==> config.mk <==
export PLATFORM = sky130hd
export DESIGN_NAME = spi_slave_fsm
export DESIGN_NICKNAME = d
export VERILOG_FILES = /design/src/rtl/spi_pkg.sv /design/src/rtl/spi_edge_sync.sv /design/src/rtl/spi_slave_fsm.sv
export SDC_FILE = /design/constraint.sdc
export NUM_CORES = 1
export LEC_CHECK = 0
export CAP_MARGIN = 15
export CORE_MARGIN = 8
export CORE_UTILIZATION = 45
export DETAILED_ROUTE_END_ITERATION = 16
export HOLD_SLACK_MARGIN = 0.12
export PLACE_DENSITY = 0.66
export RECOVER_POWER = 100
export SYNTH_ARGS = -nofsm -noshare
export SYNTH_HDL_FRONTEND = slang
export SYNTH_SLANG_ARGS = --single-unit
==> constraint.sdc <==
create_clock -name CLK -period 3.06 [get_ports CLK]
set_input_delay 0.459 -clock CLK [delete_from_list [all_inputs] [get_ports CLK]]
set_output_delay 0.459 -clock CLK [all_outputs]
set_load 0.01 [all_outputs]
==> src/rtl/spi_pkg.sv <==
// Shared definitions for the SPI slave engine: state encoding and SPI mode decode.
package spi_pkg;

   typedef enum logic [1:0] {
      IDLE = 2'd0,
      CMD  = 2'd1,
      DATA = 2'd2,
      WAIT = 2'd3
   } state_e;

   // Index of the read/write flag inside the command word.
   function automatic int cmd_bit(input int word_w);
      return word_w - 1;
   endfunction

   function automatic logic cpol(input int mode);
      return mode[1];
   endfunction

   function automatic logic cpha(input int mode);
      return mode[0];
   endfunction

endpackage

==> src/rtl/spi_edge_sync.sv <==
// Multi-flop synchroniser for an asynchronous pin, followed by rise/fall detection
// on the synchronised level.
module spi_edge_sync #(
   parameter int   STAGES    = 2,
   parameter logic RESET_VAL = 1'b0
) (
   input  logic clk,
   input  logic srst,
   input  logic din,
   output logic level,
   output logic rise,
   output logic fall
);

   logic [STAGES-1:0] chain_q, chain_d;
   logic              prev_q, prev_d;

   always_comb begin
      chain_d = {chain_q[STAGES-2:0], din};
      prev_d  = chain_q[STAGES-1];
   end

   always_ff @(posedge clk) begin
      if (srst) begin
         chain_q <= {STAGES{RESET_VAL}};
         prev_q  <= RESET_VAL;
      end else begin
         chain_q <= chain_d;
         prev_q  <= prev_d;
      end
   end

   assign level = chain_q[STAGES-1];
   assign rise  = level & ~prev_q;
   assign fall  = ~level & prev_q;

endmodule

==> src/rtl/spi_slave_fsm.sv <==
// SPI slave transaction engine: command word (R/W flag + start address) followed by
// auto-incrementing data words written to, or read from, the PWM register file.
module spi_slave_fsm #(
   parameter int WORD_W      = 8,
   parameter int ADDR_W      = 4,
   parameter int NUM_REGS    = 16,
   parameter int SPI_MODE    = 0,
   parameter int SYNC_STAGES = 2
) (
   input  logic              CLK,
   input  logic              RST,
   input  logic              SCK,
   input  logic              _CS,
   input  logic              MOSI,
   output logic              MISO,
   output logic              MISO_OE,
   output logic              WR_EN,
   output logic [ADDR_W-1:0] WR_ADDR,
   output logic [WORD_W-1:0] WR_DATA,
   output logic [ADDR_W-1:0] RD_ADDR,
   input  logic [WORD_W-1:0] RD_DATA,
   output logic              BUSY,
   output logic              ERR,
   output logic [1:0]        State
);
   import spi_pkg::*;

   localparam logic CPOL_L  = cpol(SPI_MODE);
   localparam logic CPHA_L  = cpha(SPI_MODE);
   localparam int   CNT_W   = $clog2(WORD_W);
   localparam int   CMD_BIT = cmd_bit(WORD_W);

   logic sck_lvl, sck_rise, sck_fall;
   logic cs_lvl, cs_rise, cs_fall;
   logic [SYNC_STAGES-1:0] mosi_sync_q, mosi_sync_d;
   logic mosi_s;

   spi_edge_sync #(.STAGES(SYNC_STAGES), .RESET_VAL(CPOL_L)) u_sck_sync (
      .clk(CLK), .srst(RST), .din(SCK),
      .level(sck_lvl), .rise(sck_rise), .fall(sck_fall)
   );

   spi_edge_sync #(.STAGES(SYNC_STAGES), .RESET_VAL(1'b1)) u_cs_sync (
      .clk(CLK), .srst(RST), .din(_CS),
      .level(cs_lvl), .rise(cs_rise), .fall(cs_fall)
   );

   assign mosi_sync_d = {mosi_sync_q[SYNC_STAGES-2:0], MOSI};
   assign mosi_s      = mosi_sync_q[SYNC_STAGES-1];

   state_e            state_q, state_d;
   logic [CNT_W-1:0]  bit_cnt_q, bit_cnt_d;
   logic [WORD_W-2:0] in_shift_q, in_shift_d;
   logic [WORD_W-1:0] out_shift_q, out_shift_d;
   logic [ADDR_W-1:0] addr_q, addr_d;
   logic [ADDR_W-1:0] wr_addr_q, wr_addr_d;
   logic [WORD_W-1:0] wr_data_q, wr_data_d;
   logic              write_mode_q, write_mode_d;
   logic              wr_en_q, wr_en_d;
   logic              err_q, err_d;

   logic              sck_edge, lead_edge, trail_edge, sample_edge, shift_edge;
   logic              word_done;
   logic [WORD_W-1:0] word_in;

   function automatic logic [ADDR_W-1:0] wrap_addr(input int unsigned a);
      return ADDR_W'(a % NUM_REGS);
   endfunction

   function automatic logic [ADDR_W-1:0] next_addr(input logic [ADDR_W-1:0] a);
      return (a == ADDR_W'(NUM_REGS - 1)) ? '0 : a + ADDR_W'(1);
   endfunction

   // Leading edge moves SCK away from its idle (CPOL) level.
   always_comb begin
      sck_edge    = sck_rise | sck_fall;
      lead_edge   = sck_edge & (sck_lvl ^ CPOL_L);
      trail_edge  = sck_edge & ~(sck_lvl ^ CPOL_L);
      sample_edge = CPHA_L ? trail_edge : lead_edge;
      shift_edge  = CPHA_L ? lead_edge : trail_edge;
   end

   always_comb begin
      state_d      = state_q;
      bit_cnt_d    = bit_cnt_q;
      in_shift_d   = in_shift_q;
      out_shift_d  = out_shift_q;
      addr_d       = addr_q;
      wr_addr_d    = wr_addr_q;
      wr_data_d    = wr_data_q;
      write_mode_d = write_mode_q;
      wr_en_d      = 1'b0;
      err_d        = 1'b0;
      word_done    = 1'b0;
      word_in      = {in_shift_q, mosi_s};

      case (state_q)
         IDLE: begin
            if (cs_fall) begin
               state_d     = CMD;
               bit_cnt_d   = '0;
               out_shift_d = RD_DATA;
            end
         end
         CMD, DATA: begin
            if (sample_edge) begin
               in_shift_d = word_in[WORD_W-2:0];
               if (bit_cnt_q == CNT_W'(WORD_W - 1)) begin
                  word_done = 1'b1;
                  bit_cnt_d = '0;
                  state_d   = WAIT;
                  if (state_q == CMD) begin
                     write_mode_d = word_in[CMD_BIT];
                     addr_d       = wrap_addr(32'(word_in[ADDR_W-1:0]));
                  end else begin
                     if (write_mode_q) begin
                        wr_en_d   = 1'b1;
                        wr_addr_d = addr_q;
                        wr_data_d = word_in;
                     end
                     addr_d = next_addr(addr_q);
                  end
               end else begin
                  bit_cnt_d = bit_cnt_q + CNT_W'(1);
               end
            // The first bit of each word is already on MISO from the (re)load, so
            // the shift edge before any sample in a word is skipped.
            end else if (shift_edge && bit_cnt_q != '0) begin
               out_shift_d = {out_shift_q[WORD_W-2:0], 1'b0};
            end
         end
         WAIT: begin
            out_shift_d = RD_DATA;
            state_d     = DATA;
         end
         default: state_d = IDLE;
      endcase

      // Deselect wins over everything except a word completing on the same cycle.
      if (state_q != IDLE && cs_rise) begin
         state_d   = IDLE;
         bit_cnt_d = '0;
         err_d     = (bit_cnt_q != '0) && !word_done;
      end
   end

   always_ff @(posedge CLK) begin
      if (RST) begin
         mosi_sync_q  <= '0;
         state_q      <= IDLE;
         bit_cnt_q    <= '0;
         in_shift_q   <= '0;
         out_shift_q  <= '0;
         addr_q       <= '0;
         wr_addr_q    <= '0;
         wr_data_q    <= '0;
         write_mode_q <= 1'b0;
         wr_en_q      <= 1'b0;
         err_q        <= 1'b0;
      end else begin
         mosi_sync_q  <= mosi_sync_d;
         state_q      <= state_d;
         bit_cnt_q    <= bit_cnt_d;
         in_shift_q   <= in_shift_d;
         out_shift_q  <= out_shift_d;
         addr_q       <= addr_d;
         wr_addr_q    <= wr_addr_d;
         wr_data_q    <= wr_data_d;
         write_mode_q <= write_mode_d;
         wr_en_q      <= wr_en_d;
         err_q        <= err_d;
      end
   end

   assign MISO    = out_shift_q[WORD_W-1];
   assign MISO_OE = (state_q != IDLE) && !cs_lvl;
   assign WR_EN   = wr_en_q;
   assign WR_ADDR = wr_addr_q;
   assign WR_DATA = wr_data_q;
   assign RD_ADDR = addr_q;
   assign BUSY    = (state_q != IDLE);
   assign ERR     = err_q;
   assign State   = state_q;

endmodule

# After elaboration in Yosys (flattened, before gate mapping)

Index checks and enable logic that the tools add are counted.

Output and inout port bits: 23
Word-level logic and storage cells: 82
Input port bits: 13
Bits in registers: 47

Reductions and logical operators: 21
Add/sub/neg operators: 2
Equality and inequality tests: 10
Multiplexer cells: 18
Bitwise logic cells: 16

Operator list:

| operator                                     | count |
|---|---|
| 2-to-1 mux 8 bit                             | 3 |
| case mux 8 bit (3 select lines)              | 1 |
| AND reduction 3 bit                          | 4 |
| inequality test 2 bit, second input constant | 5 |
| 2-to-1 mux 3 bit                             | 3 |
| NOT 1 bit                                    | 9 |
| 2-to-1 mux 4 bit                             | 2 |
| AND 1 bit                                    | 6 |
| 2-to-1 mux 2 bit                             | 3 |
| case mux 2 bit (3 select lines)              | 1 |
| case mux 3 bit (2 select lines)              | 1 |
| OR reduction 2 bit                           | 3 |
| AND reduction 5 bit                          | 1 |
| OR reduction 5 bit                           | 1 |
| adder 4 x 1 -> 4 bit, second input constant  | 1 |
| == test 2 bit, second input constant         | 2 |
| == test 4 bit, second input constant         | 1 |
| logical AND 1 bit                            | 4 |
| 2-to-1 mux 1 bit                             | 4 |
| AND reduction 4 bit                          | 1 |
| nonzero test 2 bit                           | 2 |
| adder 3 x 1 -> 3 bit, second input constant  | 1 |
| == test 3 bit, second input constant         | 1 |
| nonzero test 3 bit                           | 1 |
| 5 further kinds                              | 6 |

# Depth between registers and ports, before layout

Gate-level depths: netlist of the first run.

Word-level depth: 8
Gate-level depth with buffers: 7
Mapped depth without buffers: 6

# Hierarchy

A second synthesis of the first run with hierarchy kept.

Cells, all modules: 219
Area, all modules: 2,035.7 µm²

By module, submodules not included:

| module                      | area an instance (µm²) | seq. area each (µm²) | cells an instance | instances |
|---|---|---|---|---|
| spi_slave_fsm               | 1,851.8                | 820.8                | 203               | 1 |
| spi_edge_sync at u_cs_sync  | 92.6                   | 60.1                 | 8                 | 1 |
| spi_edge_sync at u_sck_sync | 91.3                   | 60.1                 | 8                 | 1 |

# Least setup slack after synthesis of the first run

No wires, ideal clock.

Kind: reg-to-reg
From: register state_q[0], in the netlist State[0]
To: register wr_data_q[5], in the netlist WR_DATA[5]
Setup time: 0.128 ns
Stages on the path, launching flop included: 8
Slack: 1.190 ns
Required time: 2.932 ns
Arrival: 1.742 ns
Clock period less this slack: 1.870 ns
Buffers on the path: 1
Cells stage by stage: dfxtp_1 inv_1 ha_1 nand4b_2 nor3b_4 buf_6 mux2i_1 nor2_1

Word-level cells in the longest chain between the ends: 3
Elaborated cells on any way between the ends: 5
Those cells by class: 2 x eq/ne; 1 x bitwise; 2 x reduce/logical

RTL lines:

| item                                                           | line                                      | source |
|---|---|---|
| from (decl)                                                    | spi_slave_fsm.sv:51                       | `state_e state_q, state_d;` |
| from (signal assigned)                                         | spi_slave_fsm.sv:162                      | `state_q <= state_d;` |
| == test 2 x 1 -> 1 bit / == test 2 bit (equally long branches) | spi_slave_fsm.sv:97, spi_slave_fsm.sv:112 |  |
| OR reduction 2 bit / NOT 1 bit (equally long branches)         | --                                        |  |
| AND reduction 5 bit (no source line) (*)                       | --                                        |  |
| to (signal assigned)                                           | spi_slave_fsm.sv:168                      | `wr_data_q <= wr_data_d;` |
| to (decl)                                                      | spi_slave_fsm.sv:57                       | `logic [WORD_W-1:0] wr_data_q, wr_data_d;` |

Mark *: on every way between the ends. The rest lies on a longest branch, timed or not.
A chain may end at the register's enable or synchronous reset.

# Final worst setup path of the first run

From: register bit_cnt_q[0]
To: register wr_data_q[1], in the netlist WR_DATA[1]

Word-level cells in the longest chain between the ends: 2

RTL lines:

| item                                 | line                 | source |
|---|---|---|
| from (decl)                          | spi_slave_fsm.sv:52  | `logic [CNT_W-1:0] bit_cnt_q, bit_cnt_d;` |
| from (signal assigned)               | spi_slave_fsm.sv:163 | `bit_cnt_q <= bit_cnt_d;` |
| == test 3 bit                        | spi_slave_fsm.sv:108 | `if (bit_cnt_q == CNT_W'(WORD_W - 1)) begin` |
| AND reduction 5 bit (no source line) | --                   |  |

Every way passes these cells.

==> results of run 1 <==
kinds of logic after synthesis:
kind of cell | share of synthesized area, %
buffers and inverters | 3.94
AND/OR/NAND/NOR | 19.3
flip-flops | 47.1
adder cells (fa/ha/maj) | 5.01
AO/OA/AOI/OAI | 13.6
multiplexers | 11.0
report_power, final:
group / total [mW] / switching (mW) / internal [mW] / leakage, nW
clock network: 0.351 / 0.190 / 0.160 / 0.0422
logic: 0.412 / 0.240 / 0.172 / 0.533
registers: 0.694 / 0.0320 / 0.662 / 0.382
registers in the layout, indices dropped and copies added, names as in the netlist, 2 cells and up:
| register | cells |
|---|---|
| RD_ADDR | 4 |
| State | 2 |
| WR_ADDR | 4 |
| WR_DATA | 8 |
| bit_cnt_q | 3 |
| in_shift_q | 7 |
| mosi_sync_q | 2 |
| out_shift_q | 8 |
| u_cs_sync.chain_q | 2 |
| u_sck_sync.chain_q | 2 |
stage by stage:
step	area [um^2]	worst slack [ns]	hold WS, ns	cells	power, mW
final	2450	0.555	0.414	294	1.46
after global routing	2450	0.376	0.443	294	1.55
after CTS	2460	0.820	0.418	294	1.49
after detailed placement	2380	0.837	0.398	286	1.13
after global placement	2380	0.910	0.395	286	1.13
after floorplan	2000	1.19	0.389	208	1.02
layout make-up:
type                            count  area share, %
Multi-Input combinational cell    143           39.7
Timing Repair Buffer               39           15.2
Clock buffer                        7           3.11
Sequential cell                    47           38.4
Tap cell                           52           2.65
Inverter                            5          0.766
Clock inverter                      1          0.204
cells in the mapped netlist:
| cell | n |
|---|---|
| inv_1 | 5 |
| nand4b_2 | 1 |
| nor3_1 | 2 |
| and4b_1 | 1 |
| or2_2 | 4 |
| nor2_1 | 23 |
| a211oi_1 | 5 |
| a21oi_1 | 16 |
| nand3_1 | 10 |
| o21ai_1 | 3 |
| buf_2 | 3 |
| nor2b_1 | 10 |
| nand2b_1 | 4 |
| a221oi_1 | 1 |
| o41ai_1 | 1 |
| clkbuf_1 | 9 |
| a31o_1 | 2 |
| and4_1 | 1 |
| nand3b_1 | 1 |
| dfxtp_1 | 47 |
| a311oi_1 | 8 |
| ha_1 | 8 |
| buf_6 | 1 |
| a22oi_1 | 1 |
| nor3b_4 | 1 |
| nor3b_1 | 3 |
| a2bb2oi_1 | 1 |
| a32o_1 | 1 |
| mux2i_1 | 22 |
| a21o_1 | 1 |
| nand2_1 | 12 |
layer usage:
layer	part of all wire [%]	vias to the layer above	track usage, %
li1	-	796	-
met1	50	725	15.7
met3	4.3	5	3.25
met4	1.6	0	5.69
met2	44	24	18.6
met5	0	-	0
worst max path at each step:
stage / from / endpoint / slack [ns]
after CTS: State[0]$_SDFFE_PP0P_ / MISO_OE / 0.82
after detailed placement: bit_cnt_q[0]$_SDFFE_PP0P_ / WR_DATA[1]$_SDFFE_PP0P_ / 0.84
after global placement: bit_cnt_q[0]$_SDFFE_PP0P_ / WR_DATA[5]$_SDFFE_PP0P_ / 0.91
after global routing: bit_cnt_q[0]$_SDFFE_PP0P_ / out_shift_q[7]$_SDFFE_PP0P_ / 0.38
final: bit_cnt_q[0]$_SDFFE_PP0P_ / WR_DATA[1]$_SDFFE_PP0P_ / 0.55
after floorplan: State[0]$_SDFFE_PP0P_ / WR_DATA[5]$_SDFFE_PP0P_ / 1.19
==> flow_summary.yaml, run 1 <==
yosys:
  yosys.area.top_type_share_pct: 47.1
  ys_warn_count: 0
  ys_seq_area_share_pct: 47.1
  syn_area_per_cell_um2: 9.61
  synthTopCellsByArea: "dfxtp_1, mux2i_1, ha_1"
  synth_cells: 208
  ys_ff_latch: 47
  synth_top_area_cell: "dfxtp_1"
  synthDistinctLibCells: 31
  syn-cell-area_um2: 2000
  syn_nets: 229
finish:
  regArea_um2: 941
  multi_input_area_um2: 972
  nNetsFinal: 262
  area_growth_pct: 22.7
  layout_common_cells: "dfxtp_1, dlygate4sd3_1, nor2_1"
  fillers: 413
  layout_commonest_cell: "dfxtp_1"
  drive_gt1_share_pct: 5.37
  finish.utilization_pct: 56.7
  antenna_cells: 0
placement:
  gp_congestion: 0.779
  portBuffers: 35
  dp_hpwl_um: 2860
drt:
  wl_per_cell_um: 13.6
  vias_per_cell: 5.27
  drc_errors: 0
  first_pass_iters: 4
  wirelength_um: 4000
  vias: 1550
  antenna_left: 0
  dr.first_iter.drc_count: 71
critical_path:
  max_stage_delay_ns: 0.59
  critPathTopFamily: "simple AND/OR/NAND/NOR gates"
  path_class: "reg -> reg"
  crit_arrival_ns: 2.66
  critPathBufInv: 1
  end_kind: "flip-flop"
  reg2reg_depth: 7
  crit_top_cell: "ha_1"
  crit_chain: "ha_1 -> ha_1 -> nand4b_1 -> nor3b_4 -> clkbuf_1 -> mux2i_1 -> nor2_1"
  r2r_setup_slack_ns: 0.55
  start_kind: "flip-flop"
  reg2reg_to: "WR_DATA[1]$_SDFFE_PP0P_"
  worst-path-stages: 7
  regToRegStartpoint: "bit_cnt_q[0]$_SDFFE_PP0P_"
  critPathMaxFanout: 9
  required_ns: 3.21
  crit_path_top_delay_cell: "nor3b_4"
cts:
  cts_resized: 0
  clk_pin_slew_worst_paths_ns: 0.08
  cts_tree: "built"
  clock-sinks: 47
  cts_buffer_depth: 2
  cts_setup_buffers: 0
  ctsHoldBuffers: 0
  cts_inserted_buffers: 5
  clkLatencyLatePin_ns: 0.29
  cts_root_buffer: "clkbuf_8"
  h-tree-depth: 2
floorplan:
  core_um2: 4320
  die_h_um: 82.6
  rows: 24
  io_pins: 36
  initial_core_util_pct: 46.2
  die_w_um: 82.6
  die_area_um2: 6830
global_routing:
  antenna_found_initial: 0
  grt_usage_pct: 12.2
  first_global_vias: 1426
  grt_overflow: 0
  grt_max_degree: 24
  grt_first_pass_wirelength_um: 6560
power_and_ir_drop:
  vdd_drop_max_uv: 370
  p_per_area_nw_per_um2: 594
  leakagePower_nw: 0.957
timing:
  finalMaxSlewViolations: 0
  tns_ns: 0
  relSlewSlack_pct: 3.39
  worst_pin_slew_ns: 1.43
  hold_violations: 0
  setup_viol: 0
  rsz0062_at_grt: "false"
  fin_crit_sh_pct: 81.9
  fin_skew_ns: 0.00752
  post-route-min-period_ns: 2.51
  fmax_mhz: 399
worst_hold_path:
  hp-class: "reg -> reg"
  worstHoldEndpoint: "u_cs_sync.chain_q[1]$_SDFF_PP1_"
  hp-start: "u_cs_sync.chain_q[0]$_SDFF_PP1_"
  worstHoldPathCells: 1
run:
  cap_violations: 0
status:
  status: "finished, final reports clean"
Power figures use the tool's default switching activity.
==> inputs of run 2 (changes only) <==
Clock period 3.06 ns to 2.5 ns, I/O delays scaled along.
==> flow_summary.yaml, run 2 (synthesis results as in run 1) <==
cts:
  cts_tree: "built"
  cts_root_buffer: "clkbuf_8"
  clk_pin_slew_worst_paths_ns: 0.08
  clock-sinks: 47
  cts_buffer_depth: 2
  h-tree-depth: 2
  ctsHoldBuffers: 0
  cts_inserted_buffers: 5
  cts_resized: 0
  cts_setup_buffers: 0
  clkLatencyLatePin_ns: 0.30
power_and_ir_drop:
  p_per_area_nw_per_um2: 731
  seqPwrFrac_pct: 47.0
  power_switching_mw: 0.588
  vdd_drop_max_uv: 472
  switching_share_pct: 32.6
  clockPowerShare_pct: 24.7
  p_comb_share_pct: 28.4
  leakagePower_nw: 0.965
  power.internal_mw: 1.22
floorplan:
  io_pins: 36
  initial_core_util_pct: 46.2
  die_area_um2: 6830
  rows: 24
  die_h_um: 82.6
  die_w_um: 82.6
  core_um2: 4320
critical_path:
  path_class: "reg -> reg"
  required_ns: 2.69
  crit_arrival_ns: 2.42
  critPathMaxFanout: 9
  end_kind: "flip-flop"
  start_kind: "flip-flop"
timing:
  hold_violations: 0
  setup_viol: 0
  rsz0062_at_grt: "false"
  relSlewSlack_pct: 34.2
  worst_pin_slew_ns: 0.980
  fin_crit_sh_pct: 89.3
  post-route-min-period_ns: 2.23
  finalMaxSlewViolations: 0
  fin_skew_ns: 0.00868
  fmax_mhz: 448
  tns_ns: 0
global_routing:
  grt_usage_pct: 13.0
  grt_first_pass_wirelength_um: 7000
  grt_overflow: 0
  first_global_vias: 1410
  antenna_found_initial: 0
  grt_max_degree: 24
finish:
  antenna_cells: 0
  nNetsFinal: 263
  layout_commonest_cell: "dfxtp_1"
  fillers: 419
  multi_input_area_um2: 966
  finish.utilization_pct: 57.2
  area_growth_pct: 23.7
  layout_common_cells: "dfxtp_1, dlygate4sd3_1, nor2_1"
  drive_gt1_share_pct: 6.58
  regArea_um2: 941
status:
  status: "finished, final reports clean"
run:
  cap_violations: 0
drt:
  antenna_left: 0
  wl_per_cell_um: 13.8
  drc_errors: 0
  vias: 1559
  vias_per_cell: 5.28
  first_pass_iters: 4
  dr.first_iter.drc_count: 74
  wirelength_um: 4070
placement:
  gp_congestion: 0.766
  portBuffers: 35
  dp_hpwl_um: 2860
worst_hold_path:
  hp-class: "reg -> reg"
[run 2: cell count changes in the layout (fill, tap and decap cells not counted)]
cell	before	now
buf_12	0	1
buf_4	2	3
clkbuf_1	4	2
clkinvlp_4	0	1
nor3b_2	0	1
nor3b_4	1	0
o21ai_0	3	2
o21ai_1	0	1
[run 2: metal layers]
layer | vias to the layer above | share of wire, % | GRT usage [%] | wire length [um]
met3 | 5 | 5.5 | 3.90 | 222
met5 | - | 0 | 0 | 0
li1 | 800 | - | - | -
met2 | 41 | 44 | 19.1 | 1790
met1 | 713 | 49 | 17.6 | 2000
met4 | 0 | 1.3 | 4.66 | 54
[run 2: power groups by stage]
stage,sequential (mW),clock [mW],combinational [mW]
6_report,0.848,0.446,0.512
5_1_grt,0.858,0.493,0.578
4_1_cts,0.849,0.459,0.532
3_5_place_dp,0.867,0,0.529
3_3_place_gp,0.866,0,0.528
2_1_floorplan,0.866,0,0.386
[run 2: cell type report]
class	instances	area share, %
multi-input cells	143	39.1
flip-flops and latches	47	38.1
repair buffers	40	16.0
clock buffers	6	2.94
well taps	52	2.63
inverters	5	0.759
clock inverters	2	0.506
[run 2: worst paths after layout]
check,startpoint,endpoint,slack (ns),depth (start not counted)
setup / recovery,bit_cnt_q[0]$_SDFFE_PP0P_,WR_ADDR[0]$_SDFFE_PP0P_,0.27,7
hold / removal,u_cs_sync.chain_q[0]$_SDFF_PP1_,u_cs_sync.chain_q[1]$_SDFF_PP1_,0.42,1
setup reg to reg,bit_cnt_q[0]$_SDFFE_PP0P_,WR_ADDR[0]$_SDFFE_PP0P_,0.27,7
hold reg to reg,u_cs_sync.chain_q[0]$_SDFF_PP1_,u_cs_sync.chain_q[1]$_SDFF_PP1_,0.42,1
[run 2: critical path: stages (launching register included)]
cell and delay (ns):
dfxtp_1 0.39, ha_1 0.20, ha_1 0.22, nand4b_1 0.29, nor3b_2 0.58, buf_12 0.21, mux2i_1 0.18, nor2_1 0.05
[run 2: per-stage QoR]
stage	worst slack (ns)	cells	hold slack [ns]	total power [mW]	cell area, um^2
2_1_floorplan	0.630	208	0.389	1.25	2000
3_3_place_gp	0.440	287	0.398	1.39	2420
3_5_place_dp	0.420	287	0.402	1.40	2420
4_1_cts	0.339	295	0.422	1.84	2500
5_1_grt	0.0267	295	0.434	1.93	2470
6_report	0.267	295	0.422	1.81	2470
==> inputs of run 3 (changes only) <==
Settings changed: CORE_MARGIN 8 to unset, CTS_CLUSTER_DIAMETER set to 150, REMOVE_ABC_BUFFERS set to 1.
==> flow_summary.yaml, run 3 (synthesis results as in run 1) <==
finish:
  fillers: 357
  drive_gt1_share_pct: 7.44
  nNetsFinal: 262
  layout_common_cells: "dfxtp_1, dlygate4sd3_1, nor2_1"
  antenna_cells: 0
  area_growth_pct: 24.2
  layout_commonest_cell: "dfxtp_1"
critical_path:
  crit_arrival_ns: 2.38
  crit_chain: "inv_1 -> ha_1 -> nand4b_2 -> nor3b_4 -> buf_4 -> mux2i_1 -> nor2_1"
  required_ns: 2.66
  critPathTopFamily: "adder cells"
  r2r_setup_slack_ns: 0.29
  critPathMaxFanout: 15
  regToRegStartpoint: "State[0]$_SDFFE_PP0P_"
  start_kind: "flip-flop"
  reg2reg_depth: 7
  critPathBufInv: 2
  reg2reg_to: "WR_DATA[6]$_SDFFE_PP0P_"
  path_class: "reg -> reg"
  max_stage_delay_ns: 0.57
  crit_path_top_delay_cell: "ha_1"
  end_kind: "flip-flop"
drt:
  first_pass_iters: 4
  vias: 1551
  wirelength_um: 3860
  dr.first_iter.drc_count: 71
  drc_errors: 0
  antenna_left: 0
  vias_per_cell: 5.31
  wl_per_cell_um: 13.2
global_routing:
  top_usage_layer: "met2"
  use_met2_pct: 28.7
  grt_usage_pct: 18.6
  grt_max_degree: 42
  grt_use_met1_pct: 24.2
  first_global_vias: 1364
  antenna_found_initial: 0
  grt_first_pass_wirelength_um: 6310
  grt_overflow: 0
  grt_util_met3_pct: 5.26
timing:
  timing.hold.ws_ns: 0.416
  relSlewSlack_pct: 38.5
  fmax_mhz: 452
  hold_violations: 0
  rsz0062_at_grt: "false"
  worst_pin_slew_ns: 0.917
  finalMaxSlewViolations: 0
  fin_crit_sh_pct: 88.4
  post-route-min-period_ns: 2.21
  fin_skew_ns: 0.00937
  tns_ns: 0
  setup_viol: 0
cts:
  cts_resized: 0
  cts_inserted_buffers: 5
  clock-sinks: 47
  cts_buffer_depth: 2
  cts_setup_buffers: 0
  ctsHoldBuffers: 0
  cts_tree: "built"
  clk_pin_slew_worst_paths_ns: 0.09
  clkLatencyLatePin_ns: 0.30
  h-tree-depth: 2
  cts_root_buffer: "clkbuf_8"
power_and_ir_drop:
  leakagePower_nw: 0.991
  vdd_drop_max_uv: 423
  p_per_area_nw_per_um2: 752
floorplan:
  die_h_um: 68.6
  rows: 23
  core_um2: 4140
  io_pins: 36
  die_w_um: 68.6
  initial_core_util_pct: 48.2
  die_area_um2: 4710
worst_hold_path:
  worstHoldEndpoint: "u_cs_sync.chain_q[1]$_SDFF_PP1_"
  worstHoldPathCells: 1
  hp-class: "reg -> reg"
  hp-start: "u_cs_sync.chain_q[0]$_SDFF_PP1_"
run:
  cap_violations: 0
placement:
  portBuffers: 35
  dp_hpwl_um: 2690
  gp_congestion: 0.860
status:
  status: "finished, final reports clean"
==> run 3: changes by cell type in the layout (fill, tap and decap cells not counted), sizes merged <==
cell    delta
clkbuf     +1
buf        -1
clkinv     -1
==> run 3: worst register-to-register path, cell delays in order, from the launching register on <==
cell      delay (ns)
dfxtp_1         0.40
inv_1           0.06
ha_1            0.57
nand4b_2        0.28
nor3b_4         0.22
buf_4           0.26
mux2i_1         0.24
nor2_1          0.05
==> run 3: routing by layer <==
metal,wire length [um],up-vias
li1,-,796
met1,1930,721
met2,1770,28
met3,114,6
met4,44,0
met5,0,-
==> run 3: how the worst max path moves through the flow <==
stage                                startpoint                 endpoint  slack (ns)  cells after the start
after floorplan           State[0]$_SDFFE_PP0P_  WR_ADDR[0]$_SDFFE_PP0P_        0.04                      6
after global placement    State[0]$_SDFFE_PP0P_  WR_DATA[4]$_SDFFE_PP0P_        0.42                      7
after detailed placement  State[1]$_SDFFE_PP0P_  WR_DATA[6]$_SDFFE_PP0P_        0.34                      7
after CTS                 State[0]$_SDFFE_PP0P_  WR_DATA[7]$_SDFFE_PP0P_        0.32                      7
after global routing      State[1]$_SDFFE_PP0P_  WR_DATA[6]$_SDFFE_PP0P_        0.07                      7
final                     State[0]$_SDFFE_PP0P_  WR_DATA[6]$_SDFFE_PP0P_        0.29                      7
==> run 3: area by class of cell <==
| class | instances | area [um^2] | share of cell area [%] |
|---|---|---|---|
| Inverter | 5 | 18.8 | 0.756 |
| Tap cell | 50 | 62.6 | 2.52 |
| Clock buffer | 7 | 96.3 | 3.88 |
| Multi-Input combinational cell | 143 | 978 | 39.4 |
| Timing Repair Buffer | 39 | 378 | 15.2 |
| Clock inverter | 1 | 7.51 | 0.302 |
| Sequential cell | 47 | 941 | 37.9 |
==> run 3: through the flow <==
stage | util [%] | cell area, um^2 | std cells | setup WS, ns | power [mW]
detailed placement | 57.8 | 2390 | 284 | 0.341 | 1.39
floorplan | - | 1940 | 195 | 0.0351 | 1.22
finish | 59.9 | 2480 | 292 | 0.289 | 1.87
CTS | 60.3 | 2500 | 292 | 0.316 | 1.90
global placement | 57.8 | 2390 | 284 | 0.417 | 1.37
global route | 59.9 | 2480 | 292 | 0.0690 | 1.99
==> run 3: where the power goes <==
| part | total, mW | internal, mW | leakage [nW] | switching, mW |
|---|---|---|---|---|
| registers | 0.851 | 0.811 | 0.382 | 0.0403 |
| logic | 0.519 | 0.215 | 0.559 | 0.304 |
| clock network | 0.497 | 0.252 | 0.0505 | 0.246 |
